<file path="src/rtl/store_align_unit_if.sv">
// Store request / memory write-beat bundle for store_align_unit.
// slave = aligner view, master = requester-and-memory view.
interface store_align_unit_if #(
  parameter int DATA_WIDTH = 32,
  parameter int ADDR_WIDTH = 32
);
  logic                    req_valid;
  logic                    req_ready;
  logic [ADDR_WIDTH-1:0]   req_addr;
  logic [2:0]              req_funct3;
  logic [DATA_WIDTH-1:0]   req_wdata;
  logic                    mem_valid;
  logic                    mem_ready;
  logic [ADDR_WIDTH-1:0]   mem_addr;
  logic [DATA_WIDTH-1:0]   mem_wdata;
  logic [DATA_WIDTH/8-1:0] mem_be;
  logic                    done;
  logic                    store_err;

  modport slave (
    input  req_valid, req_addr, req_funct3,
    input  req_wdata, mem_ready,
    output req_ready, mem_valid, mem_addr,
    output mem_wdata, mem_be, done, store_err
  );

  modport master (
    output req_valid, req_addr, req_funct3,
    output req_wdata, mem_ready,
    input  req_ready, mem_valid, mem_addr,
    input  mem_wdata, mem_be, done, store_err
  );
endinterface

</file>
<file path="src/rtl/store_align_unit.sv">
// Store aligner: lane-shifts sb/sh/sw/sd data onto the memory bus,
// splitting word-crossing stores into two beats or rejecting them.
module store_align_unit #(
  parameter int DATA_WIDTH       = 32,
  parameter int ADDR_WIDTH       = 32,
  parameter int ALLOW_MISALIGNED = 1
) (
  input  logic              clk,
  input  logic              rst_n,
  store_align_unit_if.slave bus
);
  localparam int NB = DATA_WIDTH / 8;
  localparam int LW = $clog2(NB);

  typedef enum logic [1:0] {
    IDLE,
    BEAT1,
    BEAT2
  } state_t;

  state_t                  state;
  logic [ADDR_WIDTH-1:0]   addr_q;
  logic [1:0]              sz_q;
  logic [LW-1:0]           off_q;
  logic [DATA_WIDTH-1:0]   wdata_q;
  logic                    cross_q;
  logic                    err_q;

  logic                    accept;
  logic                    legal;
  logic                    cross_in;
  logic                    reject;
  logic [LW-1:0]           off_in;

  assign off_in   = bus.req_addr[LW-1:0];
  assign accept   = bus.req_valid && (state == IDLE);
  assign legal    = !bus.req_funct3[2] &&
                    ((bus.req_funct3[1:0] != 2'b11) ||
                     (DATA_WIDTH == 64));
  assign cross_in = (int'(off_in) +
                     (1 << int'(bus.req_funct3[1:0]))) > NB;
  assign reject   = !legal ||
                    ((ALLOW_MISALIGNED == 0) && cross_in);

  always_ff @(posedge clk or negedge rst_n) begin
    if (!rst_n) begin
      state   <= IDLE;
      addr_q  <= '0;
      sz_q    <= '0;
      off_q   <= '0;
      wdata_q <= '0;
      cross_q <= 1'b0;
      err_q   <= 1'b0;
    end else begin
      err_q <= accept && reject;
      case (state)
        IDLE: begin
          if (accept && !reject) begin
            addr_q  <= {bus.req_addr[ADDR_WIDTH-1:LW],
                        {LW{1'b0}}};
            sz_q    <= bus.req_funct3[1:0];
            off_q   <= off_in;
            wdata_q <= bus.req_wdata;
            cross_q <= cross_in;
            state   <= BEAT1;
          end
        end
        BEAT1: begin
          if (bus.mem_ready)
            state <= cross_q ? BEAT2 : IDLE;
        end
        BEAT2: begin
          if (bus.mem_ready)
            state <= IDLE;
        end
        default: state <= IDLE;
      endcase
    end
  end

  // Shift into a double-width window; low half is beat 1, high half beat 2.
  logic [NB-1:0]           mask;
  logic [2*NB-1:0]         wide_be;
  logic [2*DATA_WIDTH-1:0] wide_d;

  always_comb begin
    mask = '0;
    for (int i = 0; i < NB; i++)
      mask[i] = (i < (1 << sz_q));
  end

  assign wide_be = {{NB{1'b0}}, mask} << off_q;
  assign wide_d  = {{DATA_WIDTH{1'b0}}, wdata_q}
                   << (8 * int'(off_q));

  always_comb begin
    bus.mem_addr  = '0;
    bus.mem_be    = '0;
    bus.mem_wdata = '0;
    unique case (1'b1)
      (state == BEAT1): begin
        bus.mem_addr  = addr_q;
        bus.mem_be    = wide_be[NB-1:0];
        bus.mem_wdata = wide_d[DATA_WIDTH-1:0];
      end
      (state == BEAT2): begin
        bus.mem_addr  = addr_q + ADDR_WIDTH'(NB);
        bus.mem_be    = wide_be[2*NB-1:NB];
        bus.mem_wdata = wide_d[2*DATA_WIDTH-1:DATA_WIDTH];
      end
      default: ;
    endcase
  end

  assign bus.req_ready = (state == IDLE);
  assign bus.mem_valid = (state != IDLE);
  assign bus.store_err = err_q;
  assign bus.done      = bus.mem_valid && bus.mem_ready &&
                         ((state == BEAT2) ||
                          ((state == BEAT1) && !cross_q));
endmodule
</file>
<file path="src/flat_wrapper.sv">
// flat-port wrapper written by rule: the top's interface ports become plain ports
module store_align_unit_flat 
#(
  parameter int DATA_WIDTH       = 32,
  parameter int ADDR_WIDTH       = 32,
  parameter int ALLOW_MISALIGNED = 1
)
  (clk, rst_n, bus_req_valid, bus_req_addr, bus_req_funct3, bus_req_wdata, bus_mem_ready, bus_req_ready, bus_mem_valid, bus_mem_addr, bus_mem_wdata, bus_mem_be, bus_done, bus_store_err);
  store_align_unit_if #(.DATA_WIDTH(DATA_WIDTH), .ADDR_WIDTH(ADDR_WIDTH)) bus_i ();
  input  logic clk;
  input  logic rst_n;
  input wire logic [$bits(bus_i.req_valid)-1:0] bus_req_valid;
  input wire logic [$bits(bus_i.req_addr)-1:0] bus_req_addr;
  input wire logic [$bits(bus_i.req_funct3)-1:0] bus_req_funct3;
  input wire logic [$bits(bus_i.req_wdata)-1:0] bus_req_wdata;
  input wire logic [$bits(bus_i.mem_ready)-1:0] bus_mem_ready;
  output wire logic [$bits(bus_i.req_ready)-1:0] bus_req_ready;
  output wire logic [$bits(bus_i.mem_valid)-1:0] bus_mem_valid;
  output wire logic [$bits(bus_i.mem_addr)-1:0] bus_mem_addr;
  output wire logic [$bits(bus_i.mem_wdata)-1:0] bus_mem_wdata;
  output wire logic [$bits(bus_i.mem_be)-1:0] bus_mem_be;
  output wire logic [$bits(bus_i.done)-1:0] bus_done;
  output wire logic [$bits(bus_i.store_err)-1:0] bus_store_err;
  assign bus_i.req_valid = bus_req_valid;
  assign bus_i.req_addr = bus_req_addr;
  assign bus_i.req_funct3 = bus_req_funct3;
  assign bus_i.req_wdata = bus_req_wdata;
  assign bus_i.mem_ready = bus_mem_ready;
  assign bus_req_ready = bus_i.req_ready;
  assign bus_mem_valid = bus_i.mem_valid;
  assign bus_mem_addr = bus_i.mem_addr;
  assign bus_mem_wdata = bus_i.mem_wdata;
  assign bus_mem_be = bus_i.mem_be;
  assign bus_done = bus_i.done;
  assign bus_store_err = bus_i.store_err;
  store_align_unit #(.DATA_WIDTH(DATA_WIDTH), .ADDR_WIDTH(ADDR_WIDTH), .ALLOW_MISALIGNED(ALLOW_MISALIGNED)) u_core (.clk(clk), .rst_n(rst_n), .bus(bus_i));
endmodule
</file>
<file path="config.mk">
export PLATFORM = sky130hd
export DESIGN_NAME = store_align_unit_flat
export DESIGN_NICKNAME = d
export VERILOG_FILES = /design/src/rtl/store_align_unit_if.sv /design/src/rtl/store_align_unit.sv /design/src/flat_wrapper.sv
export SDC_FILE = /design/constraint.sdc
export NUM_CORES = 1
export LEC_CHECK = 0
export CAP_MARGIN = 20
export CORE_MARGIN = 4
export CORE_UTILIZATION = 37
export CTS_BUF_LIST = sky130_fd_sc_hd__clkbuf_16
export DETAILED_ROUTE_END_ITERATION = 12
export GPL_ROUTABILITY_DRIVEN = 0
export GPL_TIMING_DRIVEN = 0
export PLACE_DENSITY_LB_ADDON = 0.25
export SLEW_MARGIN = 20
export SYNTH_ARGS = -nofsm -noshare
export SYNTH_HDL_FRONTEND = slang
export SYNTH_SLANG_ARGS = --single-unit
</file>
<file path="constraint.sdc">
create_clock -name clk -period 2.3 [get_ports clk]
set_input_delay 0.23 -clock clk [delete_from_list [all_inputs] [get_ports clk]]
set_output_delay 0.23 -clock clk [all_outputs]
set_load 0.02 [all_outputs]
</file>
# After elaboration in Yosys (flattened, before gate mapping)
# Index checks and enable logic that the tools add are counted.
[word_totals] ramBits=0 rom_bits=0 output_inout_bits=72 input_bits=71 latch_bits=0 n_memories=0 ff_bits=70
[op_classes] multipliers=0 n_lt_le_gt_ge=5 bitwise_logic=0 n_mux=8 add_sub_neg=2 n_div=0 eq_ne=6 shift=4 n_reduce_logical=15
[ops] op="32-bit one-hot mux with 2 select lines" n=2
[ops] op="3-bit by 32-bit less-than comparator with 1-bit output (first input constant)" n=2
[ops] op="1-bit by 2-bit << shifter with 32-bit output (first input constant)" n=2
[ops] op="32-bit by 5-bit << shifter with 64-bit output" n=1
[ops] op="3-bit by 32-bit adder with 32-bit output" n=1
[ops] op="32-bit by 3-bit adder with 32-bit output (second input constant)" n=1
[ops] op="32-bit by 4-bit > comparator with 1-bit output (second input constant)" n=1
[ops] op="1-bit by 32-bit less-than comparator with 1-bit output (first input constant)" n=1
[ops] op="2-bit by 32-bit less-than comparator with 1-bit output (first input constant)" n=1
[ops] op="2-bit 2-to-1 mux" n=4
[ops] op="4-bit one-hot mux with 2 select lines" n=1
[ops] op="4-bit by 2-bit << shifter with 8-bit output" n=1
[ops] op="1-bit logical AND" n=7
[ops] op="2-bit != test (second input constant)" n=3
[ops] op="2-bit one-hot mux with 3 select lines" n=1
[ops] op="1-bit zero test" n=3
[ops] op="3-bit AND reduction" n=1
[ops] op="2-bit by 1-bit equality test with 1-bit output (second input constant)" n=1
[ops] op="2-bit equality test (second input constant)" n=1
[ops] op="2-bit zero test" n=1
[ops] op="2-bit by 1-bit != test with 1-bit output (second input constant)" n=1
[ops] op="2-bit AND reduction" n=1
[ops] op="2-bit nonzero test" n=1
[ops] op="1-bit logical OR" n=1

# Logic depth before layout (Yosys ltp)
[depth] word_depth=5 ltp_mapped=8

# Least setup slack after synthesis
# No wires, ideal clock.
[synth_timing] kind="reg-to-output" startpoint="register u_core.addr_q[7]" endpoint="output bus_mem_addr[23]" stages_incl_launch_ff=7 arrival_time_ps=1953 n_path_buf=2 setup_slack_ps=117 required_ps=2070 path_cell_list="dfrtp_1 clkbuf_2 nand4_2 nor4_4 buf_2 nand2_1 o41ai_1"
[synth_via] elab_chain_len=2
[synth_rtl] item="start, declared" line_no="store_align_unit.sv:22" rtl="logic [ADDR_WIDTH-1:0] addr_q;"
[synth_rtl] item="start signal, assigned" line_no="store_align_unit.sv:59" rtl="addr_q <= {bus.req_addr[ADDR_WIDTH-1:LW],"
[synth_rtl] item="32-bit by 3-bit adder with 32-bit output" line_no="store_align_unit.sv:107" rtl="bus.mem_addr = addr_q + ADDR_WIDTH'(NB);"
[synth_rtl] item="32-bit one-hot mux with 2 select lines" line_no="store_align_unit.sv:100" rtl="unique case (1'b1)"
[synth_rtl] item="end, declared" line_no="flat_wrapper.sv:19" rtl="output wire logic [$bits(bus_i.mem_addr)-1:0] bus_mem_addr;"
# No other way between the ends.

# Final worst setup path
[layout_timing] startpoint="register u_core.addr_q[2]" endpoint="output bus_mem_addr[30]"
# Same word-level chain as after synthesis.

==> impl_metrics.ini <==
[status]
status = complete, but fails checks
violations = negative setup slack

[sta]
hold_violations = 0
fin_skew_ns = 0.005972
relSlewSlack = 0.5894
worst_slew_pin_slew_ns = 0.6159
fmax_ghz = 0.3880
slew_violations = 0
rsz0062_at_grt = yes
holdWs_ns = 0.3577
setup_viol = 19
finalCriticalPeriod_ns = 2.577
setup_ws_ns = -0.2774
period_share = 1.121

[power]
combPwrFrac = 0.565
pwr-share-clk = 0.147
swShare = 0.4627
switching_power_mw = 4.260
seqPwrFrac = 0.288
internal_power_mw = 4.946
p_leak_nw = 3.545
powerDensity_nw_per_um2 = 1222
ir_drop_mv = 0.5070

[setup_path]
cp_max_fo = 4
critPathKind = reg -> out
startpoint_type = flop
arrival_ns = 2.35
critPathBufInv = 1
path_delay_family = simple AND/OR/NAND/NOR gates
cp_data_required_time_ns = 2.07
crit_path_top_delay_cell = or4_4
end_kind = output port
critPathMaxStageDelay_ns = 0.44
worstPathCellList = ha_2 -> nand4_1 -> nor3_4 -> nand4_2 -> or4_4 -> nand3_2 -> buf_6

[global_route]
grt_max_degree = 44
grt_overflow_total = 0
grt_pass1_wl_um = 28350
grt_pass1_vias = 5501
antenna_found_initial = 0
grtUsageTotal = 0.2397

[drt]
drc = 0
wl_um = 18850
vias = 5700
drtAntennaViolNets = 0
drt_iter0_drc = 582
wl_per_cell_um = 18.37
via_per_inst = 5.556
firstDrtPassIters = 6

[min_path]
hold_class = in -> async

[clocking]
cts_htree_levels = 3
clock_latency_ns = 0.34
cts_tree = built
clockBufferDepth = 2
clock-sinks = 70
numCtsBuffers = 9
root_buffer = clkbuf_16
path_clk_slew_ns = 0.06

[synthesis]
synth_top_family_by_area = simple AND/OR/NAND/NOR gates
synth.distinct_cells = 50
async_flop_share = 1.000
synth_xor_area_frac = 0.005357
ys_ff_latch = 70
synthAdderAreaFrac = 0.01939
synth.top_cell.area_share = 0.3571
synth_ff_type = dfrtp_1
syn_area_um2 = 4905
synth.largest_area_cell = dfrtp_1
synth-seq-area-share = 0.3571
synthMuxAreaShare = 0.07985
yosysWarnings = 0
synth-simple-area-share = 0.3038
syn_inst = 654
synth_compound_area_frac = 0.1765
syn_avg_cell_area_um2 = 7.500
synth_area_leaders = dfrtp_1, nand2_1, mux2i_1
synth-edff-count = 0

[layout]
diodes = 0
nets = 927
utilization = 0.5898
design_area_um2 = 7533
drive_above_1_share = 0.2822
n_fill_cell = 1102
area_growth_pct = 53.60

[placed_design]
place_ws_ns = -0.8019
io_buffers = 140
dp_hpwl_um = 12750
place_area_um2 = 6543

[floorplan]
dieArea_um2 = 15160
die_width_um = 123.1
num_rows = 41
start_util = 0.3840
die_h_um = 123.1
core-area_um2 = 12770
ios = 143

[run]
maxCapViolations = 0
[registers in the layout, indices dropped and copies added, names as in the netlist]
name and flops:
u_core.bus.store_err 1, u_core.addr_q 30, u_core.wdata_q 32, u_core.state 2
u_core.cross_q 1, u_core.sz_q 2, u_core.off_q 2
[metal layers]
layer,part of all wire,vias to the layer above,track usage
met3,0.086,61,0.04620
met2,0.47,315,0.3816
met4,0.034,0,0.1038
met1,0.41,2690,0.3183
li1,-,2634,-
met5,0,-,0
[cells in the final DEF, fill, tap and decap left out, types with 9 or more instances in the layout]
cell type        instances
nand4_1                 10
clkdlybuf4s50_1         72
nor2_1                  25
o21ai_0                 18
nor2b_1                 20
a22o_1                   9
dfrtp_1                 64
a21oi_2                  9
mux2i_1                 29
buf_2                   21
o21ai_1                 20
buf_4                   67
and2_1                   9
mux2_2                   9
clkbuf_2                17
nand2_1                224
o22ai_1                  9
clkbuf_16                9
a22oi_1                 11
buf_6                   21
inv_1                    9
clkbuf_1                14
a21oi_1                 11
[area by class of cell]
cell class	count	area, um2	share of cell area
plain buffers	49	374.1	0.04966
clock buffers	9	225.2	0.02990
clock inverters	7	55.05	0.007308
inverters	13	56.30	0.007474
multi-input cells	520	3238	0.4298
flip-flops and latches	70	1759	0.2335
well taps	172	215.2	0.02857
repair buffers	186	1610	0.2138
[path summary, 6_finish.rpt]
path	start	end	slack, ns	depth (start not counted)
setup / recovery	u_core.addr_q[2]$_DFFE_PN0P_	bus_mem_addr[30]	-0.28	7
min in group clk	bus_req_wdata[28]	u_core.wdata_q[28]$_DFFE_PN0P_	0.42	3
hold reg to reg	u_core.addr_q[24]$_DFFE_PN0P_	u_core.addr_q[24]$_DFFE_PN0P_	0.54	2
max in group asynchronous	rst_n	u_core.state[0]$_DFFE_PN0P_	1.36	3
hold / removal	rst_n	u_core.wdata_q[12]$_DFFE_PN0P_	0.36	2
setup reg to reg	u_core.state[1]$_DFFE_PN0P_	u_core.wdata_q[11]$_DFFE_PN0P_	0.26	7
[synthesized netlist by cell type (5+ instances only)]
| library cell | number |
|---|---|
| nand4_1 | 10 |
| nor2_1 | 28 |
| buf_4 | 5 |
| o21ai_0 | 42 |
| mux2i_1 | 29 |
| nand3_1 | 12 |
| a22oi_1 | 11 |
| inv_1 | 13 |
| nand2_1 | 228 |
| a22o_1 | 9 |
| buf_2 | 10 |
| ha_1 | 6 |
| and2_1 | 10 |
| o22ai_1 | 10 |
| nor2b_1 | 21 |
| a32o_1 | 8 |
| dfrtp_1 | 70 |
| clkbuf_1 | 36 |
| a31oi_1 | 10 |
| mux2_2 | 9 |
| a211oi_1 | 7 |
| a21oi_1 | 20 |
[cell families (layout without fill, tap and decap cells)]
family                     count (synthesis)  in the layout
other                                      1              2
xor gates and xnor gates                   3              3
buffers and inverters                     66            264
adders and majority gates                  7              7
and+or+nand+nor                          335            336
DFF                                       70             70
AOI/OAI and AO/OA                        134            134
muxes                                     38             38
[per-stage QoR]
stage | cells | setup TNS (ns) | power, mW
floorplan | 655 | 0 | 5.115
global placement | 967 | -128.47 | 6.622
detailed placement | 968 | -36.76 | 6.777
CTS | 1008 | -0.9323 | 8.606
global route | 1026 | -4.245 | 9.733
finish | 1026 | -2.345 | 9.207
[repair_timing]
item,in CTS,in global routing
resized for setup,367,120
cloned,2,1
endpoints found under the hold margin,27,0
setup buffers,25,19
hold buffers,1,0
setup endpoints to repair,67,65
pin swaps,20,33
[worst reg2reg max path, cell delays in order (launching register included)]
cell	delay, ns
dfrtp_1	0.43
inv_2	0.10
ha_4	0.20
nand3_1	0.11
clkbuf_1	0.39
clkbuf_1	0.54
nand2_1	0.13
nand2_1	0.09
[power groups by stage]
stage	sequential (mW)	combinational [mW]	clock [mW]
global route	2.71	5.60	1.42
CTS	2.57	4.68	1.36
finish	2.65	5.20	1.35
floorplan	2.31	2.81	0
detailed placement	2.56	4.22	0
global placement	2.52	4.10	0
Power figures use the tool's default switching activity.
==> patch 1 (same settings) <==
Reset style: synchronous (`rst_n`), changed in one clocked block.
--- a/src/rtl/store_align_unit.sv
+++ b/src/rtl/store_align_unit.sv
@@ -44,3 +44,3 @@
 
-  always_ff @(posedge clk or negedge rst_n) begin
+  always_ff @(posedge clk) begin
     if (!rst_n) begin
Check against the original RTL: differs if rst_n is asserted again (counterexample within 4 cycles, from zero or initial values and one cycle with rst_n low); with rst_n held inactive, the same outputs for 4 cycles.
==> patch 1 against the unedited design <==
  * The run still ends with negative setup slack left
  * Worst setup slack better by 160 ps
  * Critical path depth is the same
  * Design area down 5.7%
  * Wire length shrank 0.29%
  * Core utilization decreased by 0.79 points
  * Synthesized area decreased by 4.2%
  * Die area is 4.0% lower
  * Sequential cell count did not move
  * Final cell count down 1.1%
  * Highest routed layer unchanged
Power is not compared: it rests on default switching activity, and its combinational part moved more than twofold at a synthesized area within 25%.
==> patch 1: results <==
group,metric,value,unit
sta,finalClockSkew,3.254,ps
sta,finalHoldWorstSlack,440.9,ps
route,via_count,5923,
sta,setup_tns,-286.9,ps
logic_synthesis,yosysUniqueCellTypes,56,
critical_path,cp-endpoint,"bus_mem_addr[31]",
critical_path,r2r-start,"u_core.state[0]$_SDFFE_PN0P_",
finish,layout-drive-gt1-share,24.56,%
outcome,status,"finished, violations left",
finish,seqCellArea,1450,um^2
critical_path,path_max_fanout,5,
placed_design,hpwl,13.19,mm
cts,clockRootBuffer,"clkbuf_16",
finish,nMultiInputCombCells,530,
logic_synthesis,seq_area_frac_synth,29.83,%
sta,max_slew_margin,60.06,%
critical_path,critPathSlowestCell,"o41a_1",
global_route,grt_pass1_vias,5600,
logic_synthesis,avgSynthCellArea,7.000,um^2
route,wl_per_cell,18.52,um
finish,layout.non_clock_buffers,218,
global_route,grt_pass1_wl,28.83,mm
logic_synthesis,synthTopCellsByArea,"dfxtp_1 30%, nand2_1 14%, a21oi_1 8.8%",
critical_path,r2r-end,"u_core.wdata_q[25]$_SDFFE_PN0P_",
finish,fillCellCount,1171,
critical_path,r2r_setup_slack,350,ps
cts,cts_resized,330,
finish,multi_input_area,3299,um^2
power,combPwrFrac,16.4,%
cts,postCtsSetupBuffers,16,
logic_synthesis,ys.flop_type,"dfxtp_1",
placed_design,placed_cells,980,
sta,setup_slack,-120.5,ps
critical_path,path_delay_family,"compound AO/OA/AOI/OAI gates",
logic_synthesis,synthTopCellsByCount,"176 x nand2_1, 83 x a21oi_1, 70 x dfxtp_1",
global_route,track_usage,24.46,%
route,avgViaCountPerCell,5.835,
critical_path,arrival,2190,ps
finish,seq_area_share,20.41,%
finish,clock_tree_area_fraction,4.420,%
finish,fin_nets,920,
logic_synthesis,synthArstFlopShare,0,%
critical_path,critPathLaunch,"u_core.addr_q[12]$_SDFFE_PN0P_",
sta,setup_viol,3,
min_path,min_path_type,"input port to flip-flop",
outcome,violations,"negative setup slack",
route,first_pass_iters,9,
[patch 1: changes by cell type in the layout (fill, tap and decap cells not counted), moves of 16 or more]
cell     before  now
a21oi_1      11   83
dfrtp_1      64    0
nand2_1     224  171
dfxtp_1       0   47
buf_4        67   29
o21ai_1      20    4
[patch 1: routing by layer]
metal  GRT usage [%]  share of wire (%)  up-vias
li1                -                  -     2720
met1           29.86                 38     2689
met2           42.23                 47      422
met3           5.753                 10       92
met4           8.215                4.2        0
met5               0                  0        -
[patch 1: cell families after synthesis]
| logic type | Yosys count | share of synthesized area, % |
|---|---|---|
| flops | 70 | 29.83 |
| compound gates | 186 | 24.11 |
| other cells | 1 | 0.07984 |
| simple gates | 296 | 29.41 |
| fa+ha+maj | 7 | 2.024 |
| buf+inv | 72 | 6.153 |
| xor+xnor | 2 | 0.3730 |
| mux | 37 | 8.018 |
==> patch 2 (same settings) <==
Without the edit above. `ALLOW_MISALIGNED` is set to 1 in 2 places; all go to 0.
--- a/src/rtl/store_align_unit.sv
+++ b/src/rtl/store_align_unit.sv
@@ -5,3 +5,3 @@
   parameter int ADDR_WIDTH       = 32,
-  parameter int ALLOW_MISALIGNED = 1
+  parameter int ALLOW_MISALIGNED = 0
 ) (
--- a/src/flat_wrapper.sv
+++ b/src/flat_wrapper.sv
@@ -5,3 +5,3 @@
   parameter int ADDR_WIDTH       = 32,
-  parameter int ALLOW_MISALIGNED = 1
+  parameter int ALLOW_MISALIGNED = 0
 )
Formal check against the unedited RTL: not equivalent (a bounded check fails within 4 cycles, from zero or initial values and one cycle with rst_n low).
==> patch 2 against the unedited design <==
  * The run still ends with negative setup slack left
  * Wire length down 4.0%
  * Sequential cell count unchanged
  * Power down 5.7%
  * First-iteration DRC count up 0.17%
  * Largest power group unchanged
  * Combinational power down 14%
  * Register-to-register slack better by 420 ps
  * Core utilization up 1.1 points
  * Clock skew about the same
  * Worst setup slack better by 210 ps
  * Design area up 1.8%
  * Synthesized area down 0.77%
  * Count of clock-buffer cells in the layout unchanged
  * Hold slack worse by 180 ps
==> patch 2: results <==
group,metric,value,unit
outcome,status,"finished, violations left",
outcome,violations,"negative setup slack",
placed_design,place_area,6520,um^2
logic_synthesis,synthTopCellsByCount,"73 x mux2_2, 70 x dfrtp_1, 48 x nand2_1",
global_route,grt_pass1_vias,5112,
sta,setup_tns,-235.9,ps
global_route,track_usage,23.18,%
power,pwr-share-seq,31.8,%
sta,finalClockSkew,6.257,ps
placed_design,port_buffers,140,
min_path,min_path_type,"input port to flip-flop",
logic_synthesis,seq_area_frac_synth,35.99,%
critical_path,arrival,2140,ps
finish,num_antenna_cells,0,
finish,largest_registers,"u_core.wdata_q x32, u_core.addr_q x30",
cts,hold_buffers,1,
route,met2_length,8.850,mm
finish,layout-drive-gt1-share,42.52,%
route,avgViaCountPerCell,5.795,
route,first_iter_violations,583,
global_route,met2_usage,38.98,%
global_route,grt_pass1_wl,26.85,mm
critical_path,cp_slowest_stage_delay,420,ps
power,peakVddDrop,0.0004529,V
cts,cts_resized,416,
power,p_clk,1.47,mW
power,p_int,5.083,mW
cts,clock_path_buffers,2,
route,first_pass_iters,7,
cts,htree_levels,3,
route,wl_per_cell,20.41,um
route,wl_met3,1.585,mm
logic_synthesis,yosysWarnings,0,
route,highest_layer,"met4",
logic_synthesis,synthTopCellsByArea,"dfrtp_1 36%, mux2_2 17%, mux2i_1 5.3%",
finish,regMostFlops,"u_core.wdata_q",
cts,numCtsBuffers,9,
logic_synthesis,ys.flop_type,"dfrtp_1",
placed_design,hpwl,11.85,mm
finish,fillCellCount,1078,
logic_synthesis,synth-edff-count,0,
cts,postCtsSetupBuffers,32,
logic_synthesis,synthArstFlopShare,100.0,%
power,p_leak,3.329,nW
placed_design,pre_cts_ws,-1105,ps
global_route,antenna_found_initial,0,
finish,fin_nets,788,
logic_synthesis,yosysUniqueCellTypes,51,
cts,clkTransAtPathRegs,60,ps
critical_path,path_max_fanout,3,
sta,setup_slack,-67.28,ps
global_route,gr-usage-met1,29.41,%
global_route,grt_use_met3,4.240,%
critical_path,critPathSlowestCell,"dfrtp_1",
global_route,grt_max_degree,45,
cts,clk-insertion-delay-late,340,ps
sta,setup_viol,6,
route,routedLengthMet1,7.211,mm
critical_path,path_delay_family,"simple AND/OR/NAND/NOR gates",
==> patch 2: area by class of cell <==
type                       instances  area, um^2  area share [%]
sequential                        70        1765           23.02
tap                              172       215.2           2.806
inverter                          12       47.55          0.6199
clock buffer                       9       225.2           2.936
multi-input combinational        391        3248           42.35
buffer                            35       371.6           4.845
timing repair buffer             191        1717           22.38
clock inverter                     7       80.08           1.044
==> patch 2: stage by stage <==
step	utilization [%]	cells	power (mW)	hold slack (ps)
detailed placement	51.04	830	6.165	183.3
global placement	50.85	829	6.011	518.9
CTS	57.86	876	8.236	181.6
floorplan	-	517	4.832	-65.59
finish	60.05	887	8.681	178.3
global route	60.05	887	9.122	192.5
==> patch 2: cell families after synthesis <==
family                   after synthesis  share of synthesized area (%)
AO/OA/AOI/OAI                        123                          17.20
XOR/XNOR                               1                         0.1800
adder cells (fa/ha/maj)                7                          1.954
buffers and inverters                 57                          5.115
flip-flops                            70                          35.99
multiplexers                         100                          22.47
other                                  1                        0.07705
AND/OR/NAND/NOR                      157                          17.02
==> patch 2: worst paths after layout <==
kind | startpoint | end | slack (ps) | cells after the start
worst min register to register | u_core.cross_q$_DFFE_PN0P_ | u_core.cross_q$_DFFE_PN0P_ | 540 | 2
worst max-delay path | u_core.addr_q[3]$_DFFE_PN0P_ | bus_mem_addr[26] | -70 | 8
min in group asynchronous | rst_n | u_core.addr_q[3]$_DFFE_PN0P_ | 370 | 2
worst min-delay path | bus_req_funct3[1] | u_core.sz_q[1]$_DFFE_PN0P_ | 180 | 2
worst max register to register | u_core.state[1]$_DFFE_PN0P_ | u_core.wdata_q[16]$_DFFE_PN0P_ | 680 | 6
max in group asynchronous | rst_n | u_core.off_q[0]$_DFFE_PN0P_ | 1360 | 3
